--- src/rtl/ssd_scan_mux.sv ---
// ssd_scan_mux: time-multiplexed scan driver for a bank of 7-segment digits.
// Feeds one nibble per slot to a downstream hex-to-segment decoder and drives the
// matching digit enable. A double-buffered display value keeps host updates from
// tearing mid-frame.
//
// Ports:
//   clk        - system clock, rising edge
//   rst_n      - asynchronous active-low reset
//   value_i    - packed nibbles, nibble k shown on digit k (digit 0 rightmost)
//   load_i     - one-cycle strobe capturing value_i, digit_en_i, dp_i
//   digit_en_i - per-digit enable (0 blanks the digit)
//   dp_i       - per-digit decimal point request
//   hex_o      - nibble for the current slot
//   an_o       - one-hot digit enable, polarity set by AN_ACTIVE_LOW
//   dp_o       - decimal point for the current slot, active-high
//   frame_o    - one-cycle pulse coincident with the slot-0 output update
//   pending_o  - a captured update is waiting for the next frame boundary
//
// Optional build macro SSD_LEADING_ZERO_BLANK_EN: when defined, digits above the
// most-significant nonzero nibble are also blanked (digit 0 always allowed).
module ssd_scan_mux #(
  parameter int unsigned NUM_DIGITS    = 4,
  parameter int unsigned REFRESH_DIV   = 100000,
  parameter bit          AN_ACTIVE_LOW = 1'b1
) (
  input  logic                    clk,
  input  logic                    rst_n,
  input  logic [4*NUM_DIGITS-1:0] value_i,
  input  logic                    load_i,
  input  logic [NUM_DIGITS-1:0]   digit_en_i,
  input  logic [NUM_DIGITS-1:0]   dp_i,
  output logic [3:0]              hex_o,
  output logic [NUM_DIGITS-1:0]   an_o,
  output logic                    dp_o,
  output logic                    frame_o,
  output logic                    pending_o
);

  localparam int unsigned CntW  = (REFRESH_DIV > 1) ? $clog2(REFRESH_DIV) : 1;
  localparam int unsigned SlotW = $clog2(NUM_DIGITS);
  localparam int unsigned ValW  = 4 * NUM_DIGITS;
  localparam logic [NUM_DIGITS-1:0] AnOff = AN_ACTIVE_LOW ? '1 : '0;

  logic [CntW-1:0]       cnt_q, cnt_d;
  logic [SlotW-1:0]      slot_q, slot_d;
  logic [ValW-1:0]       pend_val_q, pend_val_d, disp_val_q, disp_val_d;
  logic [NUM_DIGITS-1:0] pend_en_q, pend_en_d, disp_en_q, disp_en_d;
  logic [NUM_DIGITS-1:0] pend_dp_q, pend_dp_d, disp_dp_q, disp_dp_d;
  logic                  pend_q, pend_d;
  logic [3:0]            hex_q, hex_d;
  logic [NUM_DIGITS-1:0] an_q, an_d;
  logic                  dp_q, dp_d;
  logic                  frame_q, frame_d;

  logic                  tick;
  logic                  boundary;
  logic [NUM_DIGITS-1:0] lit_mask;
  logic [NUM_DIGITS-1:0] onehot;

  // Prescaler and slot counter.
  always_comb begin
    tick     = (cnt_q == CntW'(REFRESH_DIV - 1));
    boundary = tick && (slot_q == SlotW'(NUM_DIGITS - 1));
    cnt_d    = tick ? '0 : cnt_q + CntW'(1);
    slot_d   = slot_q;
    if (tick) begin
      slot_d = boundary ? '0 : slot_q + SlotW'(1);
    end
  end

  // Double buffer. A load on the boundary cycle bypasses straight into display.
  always_comb begin
    pend_val_d = pend_val_q;
    pend_en_d  = pend_en_q;
    pend_dp_d  = pend_dp_q;
    pend_d     = pend_q;
    disp_val_d = disp_val_q;
    disp_en_d  = disp_en_q;
    disp_dp_d  = disp_dp_q;
    if (boundary) begin
      if (load_i) begin
        disp_val_d = value_i;
        disp_en_d  = digit_en_i;
        disp_dp_d  = dp_i;
      end else if (pend_q) begin
        disp_val_d = pend_val_q;
        disp_en_d  = pend_en_q;
        disp_dp_d  = pend_dp_q;
      end
      pend_d = 1'b0;
    end else if (load_i) begin
      pend_val_d = value_i;
      pend_en_d  = digit_en_i;
      pend_dp_d  = dp_i;
      pend_d     = 1'b1;
    end
  end

`ifdef SSD_LEADING_ZERO_BLANK_EN
  // Scan from the top digit down; a digit may light once any nibble at or
  // above it is nonzero. Digit 0 is always allowed.
  always_comb begin
    logic seen;
    seen     = 1'b0;
    lit_mask = '0;
    for (int k = NUM_DIGITS - 1; k >= 0; k--) begin
      seen        = seen | (disp_val_d[4*k +: 4] != 4'h0);
      lit_mask[k] = seen || (k == 0);
    end
  end
`else
  always_comb begin
    lit_mask = '1;
  end
`endif

  // Outputs are computed from the next slot and next display so every output
  // changes on the same edge, and a boundary bypass is visible in slot 0.
  always_comb begin
    hex_d   = hex_q;
    an_d    = an_q;
    dp_d    = dp_q;
    frame_d = boundary;
    onehot  = '0;
    if (tick) begin
      hex_d = 4'h0;
      dp_d  = 1'b0;
      for (int k = 0; k < NUM_DIGITS; k++) begin
        if (slot_d == SlotW'(k)) begin
          hex_d     = disp_val_d[4*k +: 4];
          dp_d      = disp_dp_d[k];
          onehot[k] = disp_en_d[k] & lit_mask[k];
        end
      end
      an_d = AN_ACTIVE_LOW ? ~onehot : onehot;
    end
  end

  always_ff @(posedge clk or negedge rst_n) begin
    if (!rst_n) begin
      cnt_q      <= '0;
      slot_q     <= '0;
      pend_val_q <= '0;
      pend_en_q  <= '0;
      pend_dp_q  <= '0;
      pend_q     <= 1'b0;
      disp_val_q <= '0;
      disp_en_q  <= '0;
      disp_dp_q  <= '0;
      hex_q      <= 4'h0;
      an_q       <= AnOff;
      dp_q       <= 1'b0;
      frame_q    <= 1'b0;
    end else begin
      cnt_q      <= cnt_d;
      slot_q     <= slot_d;
      pend_val_q <= pend_val_d;
      pend_en_q  <= pend_en_d;
      pend_dp_q  <= pend_dp_d;
      pend_q     <= pend_d;
      disp_val_q <= disp_val_d;
      disp_en_q  <= disp_en_d;
      disp_dp_q  <= disp_dp_d;
      hex_q      <= hex_d;
      an_q       <= an_d;
      dp_q       <= dp_d;
      frame_q    <= frame_d;
    end
  end

  assign hex_o     = hex_q;
  assign an_o      = an_q;
  assign dp_o      = dp_q;
  assign frame_o   = frame_q;
  assign pending_o = pend_q;

endmodule

--- config.mk ---
export PLATFORM = sky130hd
export DESIGN_NAME = ssd_scan_mux
export DESIGN_NICKNAME = d
export VERILOG_FILES = /design/src/rtl/ssd_scan_mux.sv
export SDC_FILE = /design/constraint.sdc
export NUM_CORES = 1
export LEC_CHECK = 0
export CAP_MARGIN = 20
export CELL_PAD_IN_SITES_DETAIL_PLACEMENT = 0
export CELL_PAD_IN_SITES_GLOBAL_PLACEMENT = 1
export CORE_ASPECT_RATIO = 0.5
export CORE_UTILIZATION = 40
export DETAILED_ROUTE_END_ITERATION = 8
export MAX_ROUTING_LAYER = met4
export PLACE_DENSITY = 0.77
export SKIP_CTS_REPAIR_TIMING = 1
export SLEW_MARGIN = 25
export SYNTH_ARGS = -nofsm -noshare
export SYNTH_HDL_FRONTEND = slang
export SYNTH_SLANG_ARGS = --single-unit
--- constraint.sdc ---
create_clock -name clk -period 3.5 [get_ports clk]
set_input_delay 0.525 -clock clk [delete_from_list [all_inputs] [get_ports clk]]
set_output_delay 0.525 -clock clk [all_outputs]
set_load 0.005 [all_outputs]
* Word-level counts from Yosys, hierarchy flattened *
Index checks and enable logic that the tools add are counted.

operators by class
  add/sub/neg operators = 2
  equality and inequality tests = 5
  mux-type cells = 30
  bitwise gates (word level) = 2
  reductions and logical operators = 4

operators with widths
  operator                                       count
  2-to-1 mux 16 bit                              3
  2-to-1 mux 4 bit                               10
  adder 17 x 1 -> 17 bit, second input constant  1
  == test 17 bit, second input constant          1
  2-to-1 mux 17 bit                              1
  2-to-1 mux 1 bit                               14
  == test 2 bit, second input constant           3
  2-to-1 mux 2 bit                               2
  NOT 4 bit                                      1
  adder 2 x 1 -> 2 bit, second input constant    1
  == test 2 x 1 -> 1 bit, second input constant  1
  logical NOT 2 bit                              1
  AND reduction 2 bit                            1
  nonzero test 2 bit                             1
  logical AND 1 bit                              1
  NOT 1 bit                                      1

word-level totals
  register bits after elaboration = 78
  input bits = 27

* Depth between registers and ports, before layout *
  depth in word-level cells = 9
  gate-level depth with buffers = 11
  depth with buffers taken out = 9

* Worst setup path before layout *
Ideal clock, no wire load.

  path type = flip-flop to flip-flop
  start point = register cnt_q[5]
  end point = register hex_q[0], in the netlist hex_o[0]
  setup time = 0.131 ns
  data arrival time = 2.741 ns
  required time = 3.369 ns
  setup slack = 0.628 ns
  cell stages (with the launch flop) = 11
  clock period less this slack = 2.872 ns
  path through = dfrtp_1 > or4b_1 > or4_1 > buf_2 > or3_1 > and2_1 > buf_6 > clkinv_4 > mux2_2 > nand2_1 > o211ai_1

between the ends
  longest elaborated chain between the ends = 9
  elaborated cells between the ends (all ways) = 13

RTL lines
  element                         RTL line  RTL
  start: declaration              44        logic [CntW-1:0] cnt_q, cnt_d;
  start signal: assignment        155       cnt_q <= cnt_d;
  == test 17 bit *                62        tick = (cnt_q == CntW'(REFRESH_DIV - 1));
  logical AND 1 bit               63        boundary = tick && (slot_q == SlotW'(NUM_DIGITS - 1));
  2-to-1 mux 2 bit                67        slot_d = boundary ? '0 : slot_q + SlotW'(1);
  2-to-1 mux 2 bit *              66        if (tick) begin
  named net slot_d[0]             45        logic [SlotW-1:0] slot_q, slot_d;
  logical NOT 2 bit               129       if (slot_d == SlotW'(k)) begin
  2-to-1 mux 4 bit (3 in series)  129
  2-to-1 mux 4 bit *              129
  end signal: assignment          150       hex_q <= 4'h0;
  end signal: assignment          164       hex_q <= hex_d;
  end: declaration                50        logic [3:0] hex_q, hex_d;

Mark *: on every way through the listed nets, which the timed path passes. The rest lies on a longest branch.
A chain may end at the register's enable or synchronous reset.

* Worst setup path in the final report *
Ends and elaborated chain as after synthesis.

==> qor.csv <==
stage,metric,value,unit
outcome,status,finished clean,
critical_path,worst endpoint required time,3700,ps
sta,"Setup violations, final",0,
global_routing,largest net degree at the start of global routing,79,
sta,Min Hold Slack,222,ps
finish,fin util,51.1,%
routing,WL per Instance,17.3,microns
critical_path,RR Startpoint,cnt_q[5],
clock_tree,CTS buffer count,9,
global_routing,vias in the first global route,2935,
global_routing,GR Util All Layers,20.9,%
routing,initial DRC count,175,
placement,post-place setup slack,380,ps
routing,Via-to-Cell Ratio,5.65,
power_and_ir_drop,logic gate share of total power,5.5,%
synth,post-synthesis async set-or-reset flop share,100,%
finish,Synth-to-Final Area Change,22.6,%
sta,max_slew headroom,53.2,%
sta,Slew Limit Fails,0,
synth,largest cells by area after synthesis,"dfrtp_1, mux2_2, nor2_1",
critical_path,Crit Path Max Fanout,10,
power_and_ir_drop,Net Sw Frac,21.1,%
synth,Syn Area/Cell,10.8,sq um
clock_tree,Clock Path Buffers,2,
placement,placed insts,485,
routing,Detail Route Antenna Nets,0,
power_and_ir_drop,leak pwr,1.92,nW
clock_tree,CTS tree,done,
critical_path,worst endpoint data arrival time,3350,ps
placement,IO Port Bufs,37,
die,I/O Pins,38,
synth,"Seq/Total Area, Yosys",53.6,%
power_and_ir_drop,Peak VDD IR,274,uV
power_and_ir_drop,NetSw,409,uW
finish,final net count,408,
critical_path,Worst setup SP type,register,
die,Core Box Area,8770,sq um
critical_path,R2R Path End,hex_o[0],
placement,Post-DP Area,4190,sq um
synth,Synth Register Bits,78,
synth,synth unique cells,45,
finish,Non-Filler Instances,501,
power_and_ir_drop,P_int,1.53,mW
synth,ys flop type,dfrtp_1,
power_and_ir_drop,overall power,1.94,mW
finish,post-route cell area,4480,sq um
synth,yosys warns,0,
synth,Post-synth EDFFs,0,
finish,FF+latch area,1960,sq um
sta,RSZ-0062 raised after global routing,no,
global_routing,GR Overflow Total,0,
finish,fillers,782,
clock_tree,Root Buffer,clkbuf_16,
clock_tree,worst skew pair latency,330,ps
die,Die Height,69.6,microns
sta,post-route minimum period,3150,ps
power_and_ir_drop,PD cells,433,nW/um^2
critical_path,Reg2Reg Depth,9,
sta,Clock Skews,4.90,ps
synth,largest area contributor in the netlist,dfrtp_1,
routing,vias,2830,
routing,drt total wl,8680,microns
finish,antenna cell count,0,
critical_path,flop-to-flop setup slack,350,ps
clock_tree,clock sinks,78,
critical_path,worst setup path endpoint,hex_o[0],
routing,DRC,0,
sta,"Worst Setup Slack, final",351,ps
critical_path,crit end category,register,
synth,Mapped Cells,337,
routing,drt pass-1 iters,4,
die,Site Rows,24,
synth,Synth Cell Area,3650,sq um
sta,fin crit share,90.0,%
critical_path,kind of critical path,reg2reg,
finish,share of layout cells above drive strength 1,16.7,%
finish,Multi-input gate area,1590,sq um
clock_tree,H-tree depth,3,
run,number of max-cap violations,0,
global_routing,first-pass GRT wire length,14700,microns
synth,Post-Syn Nets,366,
die,Initial Util,41.6,%
sta,Fin. Hold Viols,0,
power_and_ir_drop,Clock Power Share,45.7,%
sta,Sum Neg Setup Slack,0,ps
synth,Yosys top cell area share,50.7,%
sta,Fmax,318,MHz
placement,HPWL after DPL,5970,microns
die,chip width,137,microns
global_routing,antenna violations before repair,0,
sta,Tightest Pin Transition,702,ps
power_and_ir_drop,Reg power frac,48.8,%
critical_path,critical path launch point,cnt_q[5],
clock_tree,clk slew on worst S/H paths,60,ps
die,Die ar.,9540,sq um
hold_path,Worst Hold Class,in2async,
placement,placer congestion estimate,0.844,
## sequential cells by signal, summed over array words and instances (netlist names)
signal,cells
disp_dp_q,4
disp_val_q,16
pend_en_q,4
hex_o,4
pend_val_q,16
disp_en_q,4
frame_o,1
pending_o,1
pend_dp_q,4
cnt_q,17
slot_q,2
an_o,4
dp_o,1
## power groups by stage
stage	registers [mW]	clock network, mW	logic, mW
3_5_place_dp	0.961	0	0.108
4_1_cts	0.945	0.900	0.108
5_1_grt	0.949	0.942	0.116
6_report	0.946	0.885	0.106
3_3_place_gp	0.960	0	0.104
2_1_floorplan	0.956	0	0.0443
## worst min-delay path by stage
stage	start	end	depth (start not counted)
2_1_floorplan	rst_n	cnt_q[0]	0
3_3_place_gp	slot_q[1]	slot_q[1]	2
3_5_place_dp	cnt_q[0]	cnt_q[0]	1
4_1_cts	rst_n	pend_val_q[13]	1
5_1_grt	rst_n	hex_o[1]	1
6_report	rst_n	hex_o[1]	1
## worst max-delay path: stages (launching register included)
cell and delay [ps]:
dfrtp_1 450, or4b_1 590, or4_1 640, buf_4 210, nand2_1 60, and2_1 390
clkinv_4 200, mux2_2 320, nand2_1 70, o211ai_1 90
## final cells by class
cell class | instances | share of cell area, %
inverter | 6 | 0.615
clock inverter | 1 | 0.112
sequential | 78 | 43.7
tap | 117 | 3.27
timing repair buffer | 51 | 10.6
clock buffer | 15 | 6.20
multi-input combinational | 233 | 35.4
## logic make-up after synthesis
group | Yosys count | synth area share [%]
and+or+nand+nor | 123 | 17.9
DFF | 78 | 53.6
AOI/OAI and AO/OA | 64 | 12.1
muxes | 30 | 9.15
buffers and inverters | 26 | 3.19
xor gates and xnor gates | 14 | 3.36
adders and majority gates | 2 | 0.685
## Yosys cell counts (2+ instances only)
cell,number
nor2_1,30
dfrtp_1,74
dfstp_2,4
nand3b_1,4
a21oi_1,12
o211ai_1,4
and3_1,9
inv_1,5
clkbuf_1,14
nor2b_1,3
xor2_1,5
nand4b_1,3
o21ai_0,9
or3_1,3
nand3_1,13
and2_1,4
a22o_1,6
o22ai_1,8
a32oi_1,2
nand2_1,26
nor3_1,6
a22oi_1,9
mux2i_1,3
or4b_2,2
a31oi_1,3
mux2_2,27
nand4_1,12
buf_2,5
xnor2_1,9
ha_1,2
a221o_1,6
nor4_2,2
## placed cells by master, fill, tap and decap left out, types with 8 or more instances in the layout
cell,instances
dfrtp_1,74
clkdlybuf4s50_1,36
nor2_1,30
mux2_2,27
nand2_1,26
buf_4,14
nand3_1,13
nand4_1,12
a21oi_1,12
and3_1,9
o21ai_0,9
a22oi_1,9
xnor2_1,9
clkbuf_16,9
o22ai_1,8
## layer usage
metal | track usage (%) | up-vias | wire [microns]
li1 | - | 1325 | -
met1 | 28.0 | 1443 | 4240
met2 | 31.4 | 50 | 4040
met3 | 5.12 | 12 | 290
met4 | 6.11 | 0 | 104
met5 | - | - | 0
Note: power is estimated with default switching activity, not from simulation.
